## config.mk

```make
export PLATFORM = sky130hd
export DESIGN_NAME = sequence_generator
export DESIGN_NICKNAME = d
export VERILOG_FILES = /design/src/rtl/sequence_generator.sv
export SDC_FILE = /design/constraint.sdc
export NUM_CORES = 1
export LEC_CHECK = 0
export BUFFER_PORTS_ARGS = -buffer_cell sky130_fd_sc_hd__clkbuf_2
export CAP_MARGIN = 40
export CORE_ASPECT_RATIO = 1.5
export CORE_MARGIN = 4
export CORE_UTILIZATION = 49
export CTS_CLUSTER_DIAMETER = 120
export DETAILED_ROUTE_END_ITERATION = 12
export PLACE_DENSITY = 0.71
export SLEW_MARGIN = 5
export SYNTH_ARGS = -nofsm -noshare
export SYNTH_HDL_FRONTEND = slang
export SYNTH_SLANG_ARGS = --single-unit
```

## constraint.sdc

```tcl
create_clock -name clk -period 2.94 [get_ports clk]
set_input_delay 0.294 -clock clk [delete_from_list [all_inputs] [get_ports clk]]
set_output_delay 0.294 -clock clk [all_outputs]
set_load 0.01 [all_outputs]
```

## src/rtl/sequence_generator.sv

```systemverilog
// -----------------------------------------------------------------------------
// sequence_generator
//
// Enumerates every gate sequence of length L over NUM_GATES gate codes in
// odometer order (index 0 is the least significant digit and changes fastest).
// Items (index, gate) are handed to the sequence multiplier one at a time,
// highest index first. After the first sequence, only the indices that changed
// are re-emitted, so the multiplier can reuse its per-index result cache.
//
// Ports
//   clk        in   clock
//   reset      in   synchronous active-low reset (0 = reset)
//   start      in   begin enumeration; sampled in IDLE only
//   length     in   sequence length L, latched when start is accepted
//   pause      in   1 = issue no new item
//   available  in   multiplier can accept an item
//   seq_index  out  index of the current item
//   seq_gate   out  gate code of the current item
//   ready      out  1-cycle strobe: item valid
//   first      out  item is index L-1 (multiplier loads it, no multiply)
//   busy       out  high from start accept until finished
//   finished   out  1-cycle pulse: all NUM_GATES^L sequences consumed
//   error      out  1-cycle pulse: start with length 0 or > MAX_LENGTH
//   seq_count  out  complete sequences issued since last start (wraps)
// -----------------------------------------------------------------------------
module sequence_generator #(
    parameter int SEQ_INDEX_BITS = 5,
    parameter int MAX_LENGTH     = 5,
    parameter int NUM_GATES      = 6,
    parameter int COUNT_BITS     = 32
) (
    input  logic                      clk,
    input  logic                      reset,
    input  logic                      start,
    input  logic [SEQ_INDEX_BITS-1:0] length,
    input  logic                      pause,
    input  logic                      available,
    output logic [SEQ_INDEX_BITS-1:0] seq_index,
    output logic [4:0]                seq_gate,
    output logic                      ready,
    output logic                      first,
    output logic                      busy,
    output logic                      finished,
    output logic                      error,
    output logic [COUNT_BITS-1:0]     seq_count
);

    // Enough bits to address the digit storage.
    localparam int DEPTH_BITS = (MAX_LENGTH > 1) ? $clog2(MAX_LENGTH) : 1;
    localparam logic [4:0] GATE_MAX = 5'(NUM_GATES - 1);

    typedef enum logic [1:0] {
        S_IDLE,
        S_WAIT,
        S_HOLD,
        S_DRAIN
    } state_t;

    state_t                    state;
    logic [SEQ_INDEX_BITS-1:0] len_q;   // latched L
    logic [SEQ_INDEX_BITS-1:0] nxt;     // index of the next item to issue
    logic                      fpend;   // next item is the top index of a sequence
    logic [4:0]                digit [MAX_LENGTH];

    logic                      start_legal;
    logic                      carry_found;
    logic [SEQ_INDEX_BITS-1:0] carry_k;

    assign start_legal = (length != '0) && (length <= SEQ_INDEX_BITS'(MAX_LENGTH));

    // Lowest digit below L that is not yet at its maximum: the odometer
    // increments it and clears everything below. Scanning downward lets the
    // lowest match overwrite any higher one.
    always_comb begin
        // NOTE: every variable gets a default before the loop so no latch is inferred.
        carry_found = 1'b0;
        carry_k     = '0;
        for (int i = MAX_LENGTH - 1; i >= 0; i--) begin
            if ((SEQ_INDEX_BITS'(i) < len_q) && (digit[i] != GATE_MAX)) begin
                carry_found = 1'b1;
                carry_k     = SEQ_INDEX_BITS'(i);
            end
        end
    end

    // NOTE: all state is updated with non-blocking assignments so every
    // register samples the values from before this edge.
    always_ff @(posedge clk) begin
        if (!reset) begin
            state     <= S_IDLE;
            len_q     <= '0;
            nxt       <= '0;
            fpend     <= 1'b0;
            seq_index <= '0;
            seq_gate  <= '0;
            ready     <= 1'b0;
            first     <= 1'b0;
            busy      <= 1'b0;
            finished  <= 1'b0;
            error     <= 1'b0;
            seq_count <= '0;
            // NOTE: the digit storage is a handful of flops, not a RAM, so it
            // is cleared by reset like any other register.
            for (int i = 0; i < MAX_LENGTH; i++) begin
                digit[i] <= '0;
            end
        end else begin
            // Strobes default low; the states below raise them for one cycle.
            ready    <= 1'b0;
            finished <= 1'b0;
            error    <= 1'b0;

            case (state)
                S_IDLE: begin
                    if (start) begin
                        if (start_legal) begin
                            len_q     <= length;
                            nxt       <= length - 1'b1;
                            fpend     <= 1'b1;
                            seq_count <= '0;
                            busy      <= 1'b1;
                            for (int i = 0; i < MAX_LENGTH; i++) begin
                                digit[i] <= '0;
                            end
                            state     <= S_WAIT;
                        end else begin
                            error <= 1'b1;
                        end
                    end
                end

                S_WAIT: begin
                    if (available && !pause) begin
                        seq_index <= nxt;
                        seq_gate  <= digit[nxt[DEPTH_BITS-1:0]];
                        first     <= fpend;
                        ready     <= 1'b1;
                        state     <= S_HOLD;
                    end
                end

                S_HOLD: begin
                    if (seq_index != '0) begin
                        // Walk down toward index 0 within the current sequence.
                        nxt   <= seq_index - 1'b1;
                        fpend <= 1'b0;
                        state <= S_WAIT;
                    end else begin
                        // Index 0 closes a sequence; advance the odometer.
                        seq_count <= seq_count + 1'b1;
                        if (carry_found) begin
                            for (int j = 0; j < MAX_LENGTH; j++) begin
                                if (SEQ_INDEX_BITS'(j) < carry_k) begin
                                    digit[j] <= '0;
                                end else if (SEQ_INDEX_BITS'(j) == carry_k) begin
                                    digit[j] <= digit[j] + 5'd1;
                                end
                            end
                            nxt   <= carry_k;
                            fpend <= (carry_k == len_q - 1'b1);
                            state <= S_WAIT;
                        end else begin
                            // Every digit at maximum: enumeration is complete.
                            state <= S_DRAIN;
                        end
                    end
                end

                S_DRAIN: begin
                    // Wait until the multiplier has taken the last item.
                    if (available) begin
                        finished <= 1'b1;
                        busy     <= 1'b0;
                        state    <= S_IDLE;
                    end
                end

                default: state <= S_IDLE;
            endcase
        end
    end

endmodule
```

# --- After elaboration in Yosys (flattened, before gate mapping) ---
# Memories as Yosys holds them, arrays and structs flattened. A register that Yosys moved wholly into a read port is not among the register bits.
# Index checks and enable logic that the tools add are counted.
# W data, S select, Z words.
word_totals:
  reg_bits: 55
  mem_bits_rw: 25
  in_bits: 10
  wordCells: 212
  mem_count: 1
memory_table:
  columns: ["name", "depth", "width", "rd", "rd_clocked_by_memory_dff", "write_ports", "line", "rtl"]
  rows:
  - ["digit", 5, 5, 6, 1, 5, "63", "logic [4:0] digit [MAX_LENGTH];"]
classes:
  n_addsub: 9
  n_lt_le_gt_ge: 11
  eq_ne: 19
  mux: 122
  bitwise_logic: 15
  reduce_logical: 24
op_table:
  columns: ["cell", "n"]
  rows:
  - ["$mux W5", 23]
  - ["$mux W32", 3]
  - ["$mux W1", 84]
  - ["$pmux W32 S2", 1]
  - ["$add A32 B1 Y32 const B", 1]
  - ["$add A5 B1 Y5 const B", 5]
  - ["$ne A5 B3 Y1 const B", 5]
  - ["$lt A1 B5 Y1 const A", 4]
  - ["$lt A2 B5 Y1 const A", 4]
  - ["$reduce_and A4 Y1", 4]
  - ["$or A1 B1 Y1", 15]
  - ["$sub A5 B1 Y5 const B", 3]
  - ["$mux W2", 6]
  - ["$eq A2 B5 Y1 const A", 2]
  - ["$lt A3 B5 Y1 const A", 2]
  - ["$ne A2 B2 Y1 const B", 5]
  - ["$pmux W5 S2", 1]
  - ["$reduce_bool A5 Y1", 2]
  - ["$pmux W2 S4", 1]
  - ["$logic_and A1 B1 Y1", 7]
  - ["$reduce_and A2 Y1", 3]
  - ["$reduce_and A3 Y1", 2]
  - ["$eq A1 B5 Y1 const A", 1]
  - ["$eq A3 B5 Y1 const A", 1]
  - ["other kinds (11)", 15]

# --- Depth between registers and ports, before layout ---
# An unclocked memory read counts as a cell.
logic_depth:
  depth_word: 17
  mapped_depth: 9
  depth_no_buf: 8

# --- Worst setup path after synthesis ---
# Ideal clock, no wire load.
synth_path:
  path_type: "reg2reg"
  startpoint: "register seq_index[0]"
  endpoint: "memory digit[1][0] (enable)"
  arrival_time_ps: 1939
  t_required_ps: 2623
  path_slack_ps: 684
  path_stages_with_launch: 8
  n_path_buf: 0
  period_less_slack_ps: 2256
  cell_sequence: "dfxtp_1 -> inv_1 -> ha_1 -> nor4b_4 -> nand2_1 -> nor2_1 -> a41o_1 -> nand2b_1"
synth_rtl:
  columns: ["item", "line", "rtl"]
  rows:
  - ["start: declaration", "38", "output logic [SEQ_INDEX_BITS-1:0] seq_index,"]
  - ["start signal: assignment", "134", "seq_index <= nxt;"]
  - ["end: declaration", "63", null]

==> flow_summary_export.csv <==
group,metric,value,unit
timing,fin_ws,0.482,ns
clock_network,cts_buffers,9,
synthesis,synth_top_cell_by_area,"dfxtp_1",
synthesis,synth_seq_cells,85,
synthesis,synth_edf_count,25,
pwr,cellLeakagePower,2.07,nW
timing,tns,0,ns
clock_network,cts_tree,"yes",
clock_network,cts.sinks,85,
synthesis,yosysMostFrequentCell,"nor2_1",
synthesis,synthArstFlopShare,0,%
timing,fmax,407,MHz
critical_path,crit_type,"reg -> reg",
timing,maxSlewViolCount,0,
route,avgViaCountPerCell,5.55,
global_routing,grt_overflow_total,0,
clock_network,clock_path_buffers,2,
route,dr.pass1.iters,4,
critical_path,cp-end-kind,"flop",
global_routing,grt_use_total,19.6,%
timing,holdWs,0.238,ns
placement,hpwl,7.65,mm
clock_network,cts_hold_buf,0,
route,wl_per_cell,15.8,um
global_routing,grt_pass1_wl,17.0,mm
flow_run,cap_viol_max_count,0,
clock_network,cts_root_buf,"clkbuf_16",
critical_path,path_cells,"inv_1 > ha_1 > nor4b_4 > nand2_1 > nor2_1 > a41o_1 > nand2b_1",
route,drc_errors,0,
finish,diodes,0,
timing,rsz0062_at_grt,"no",
global_routing,antenna_found_initial,0,
synthesis,synthMuxAreaShare,3.83,%
finish,num-nets-final,567,
die,die_y,125,um
route,dr.first_iter.drc_count,203,
synthesis,yosys.area_share.adder,4.72,%
timing,finalSetupViolCount,0,
die,dieArea,10800,um^2
clock_network,cts_setup_buffers,0,
synthesis,yosysWarnings,0,
global_routing,grt_start_max_net_pins,30,
critical_path,slowest_delay,0.39,ns
route,vias,3638,
placement,post-place-ws,0.542,ns
critical_path,crit_fanout,6,
synthesis,synthTopCellsByArea,"dfxtp_1 27%, edfxtp_1 17%, nor2_1 6.5%, xor2_1 6.2%, ha_1 4.7%",
timing,final-hold-violation-count,0,
clock_network,clock_latency,0.34,ns
timing,finalClockSkew,0.00927,ns
pwr,p_switching,0.000624,W
finish,drive_gt1_share,18.2,%
synthesis,synthTopCellsByCount,"78 x nor2_1, 60 x dfxtp_1, 51 x nand2_1, 32 x xor2_1, 25 x edfxtp_1",
timing,min_period,2.46,ns
die,core,8880,um^2
pwr,sw_frac_of_total,23.8,%
synthesis,synth-compound-area-share,11.6,%
finish,seq_area,1950,um^2
synthesis,syn_inst,484,
placement,port_buffers,56,
pwr,powerDensity,503,nW/um^2
critical_path,worstPathArrival,2.48,ns
timing,fin_crit_sh,83.6,%
pwr,p_int,0.00200,W
global_routing,grt_pass1_vias,3591,
synthesis,synth_top_family_by_area,"simple AND/OR/NAND/NOR gates",
clock_network,cts_resized,0,
die,floorplan.rows,42,
critical_path,crit_required,2.97,ns
synthesis,synth_top_area_share,26.7,%
synthesis,yosys.area_share.xor_xnor,9.53,%
route,drtAntennaViolNets,0,
pwr,clockPowerShare,43.1,%
clock_network,htree_levels,3,
run_status,status,"finished, final reports clean",
critical_path,cp_slowest_cell,"a41o_1",
pwr,vdd.ir_drop.worst,371,uV
finish,final.fill_count,788,
synthesis,ys_seq_area_share,43.3,%
pwr,p_comb_share,7.8,%
synthesis,synth_cell_type_count,58,
pwr,seqPwrFrac,49.1,%
synthesis,ys.flop_type,"dfxtp_1",
timing,relSlewSlack,58.0,%
synthesis,syn-num-nets,511,
die,start_util,50.7,%
route,drt-total-wl,10.3,mm
clock_network,clk_pin_slew,0.06,ns
hold_path,hp-class,"in -> reg",
finish,area_growth,15.7,%
synthesis,syn_area,4500,um^2
critical_path,critPathLaunchType,"flop",
finish,multiInputGateArea,2410,um^2
timing,tightest_slew,0.629,ns
synthesis,synthSimpleGateAreaFrac,23.7,%
synthesis,synth.avg_cell_area,9.30,um^2
die,die_w,86.3,um
placement,gp_congestion,0.811,
die,io_pins,57,
[cell usage in the layout, fill, tap and decap left out, types with 3 or more instances in the layout]
master,n
nor2_1,78
dfxtp_1,60
clkbuf_2,56
nand2_1,51
xor2_1,32
edfxtp_1,25
nand3_1,23
a21oi_1,21
inv_1,17
xnor2_1,17
ha_1,17
o21ai_0,11
nand4_1,10
clkbuf_16,10
and3_1,9
buf_4,9
nor3_1,8
a211oi_1,7
mux2i_1,6
or3_1,5
and4_1,5
mux4_2,5
nor4bb_1,4
nand2b_1,4
nor2b_1,3
o211ai_1,3
o2111ai_1,3
a311oi_1,3
[final cells by class]
| type | instances | area share [%] |
|---|---|---|
| Clock buffer | 12 | 5.33 |
| Clock inverter | 4 | 0.504 |
| Inverter | 17 | 1.22 |
| Multi-Input combinational cell | 362 | 46.2 |
| Sequential cell | 85 | 37.5 |
| Tap cell | 110 | 2.64 |
| Timing Repair Buffer | 65 | 6.67 |
[power by group through the flow]
stage / combinational, W / clock [W] / sequential, W
3_3_place_gp: 0.000200 / 0 / 0.00131
2_1_floorplan: 0.000158 / 0 / 0.00129
5_1_grt: 0.000228 / 0.00119 / 0.00129
6_report: 0.000205 / 0.00113 / 0.00129
3_5_place_dp: 0.000204 / 0 / 0.00131
4_1_cts: 0.000205 / 0.00115 / 0.00129
[state kept, by name, indices dropped and copies added (netlist names)]
name       cells
first          1
busy           1
fpend          1
seq_index      5
len_q          5
seq_count     32
finished       1
state          2
error          1
nxt            5
ready          1
digit         25
seq_gate       5
[stage by stage]
step | std cells | util, % | total power (W) | cell area (um^2)
finish | 655 | 58.7 | 0.00262 | 5210
global route | 655 | 58.7 | 0.00271 | 5210
CTS | 655 | 58.7 | 0.00264 | 5210
detailed placement | 639 | 55.3 | 0.00152 | 4910
global placement | 639 | 55.3 | 0.00151 | 4910
floorplan | 484 | - | 0.00145 | 4500
[cells by family after synthesis]
group                      count (synthesis)
AOI/OAI and AO/OA                         71
xor gates and xnor gates                  49
adders and majority gates                 17
buffers and inverters                     37
DFF                                       85
muxes                                     11
and+or+nand+nor                          214
[routing by layer]
layer	global-route usage, %	routed length, um
met5	0	0
met4	7.34	120
met3	4.48	531
met2	34.6	5370
met1	22.7	4310
[critical path, delay by kind of cell (launching register included)]
kind / cells / cell delay [ns]
compound gates: 1 / 0.39
buf+inv: 1 / 0.08
fa+ha+maj: 1 / 0.21
simple gates: 4 / 1.10
flops: 1 / 0.36
[worst paths after layout]
check	start	end	slack (ns)	cells after the start
setup / recovery	seq_index[0]	digit[1][4]	0.48	7
hold / removal	length[1]	len_q[1]	0.24	3
setup reg to reg	seq_index[0]	digit[1][4]	0.48	7
hold reg to reg	nxt[4]	seq_index[4]	0.47	2
Power figures use the tool's default switching activity.
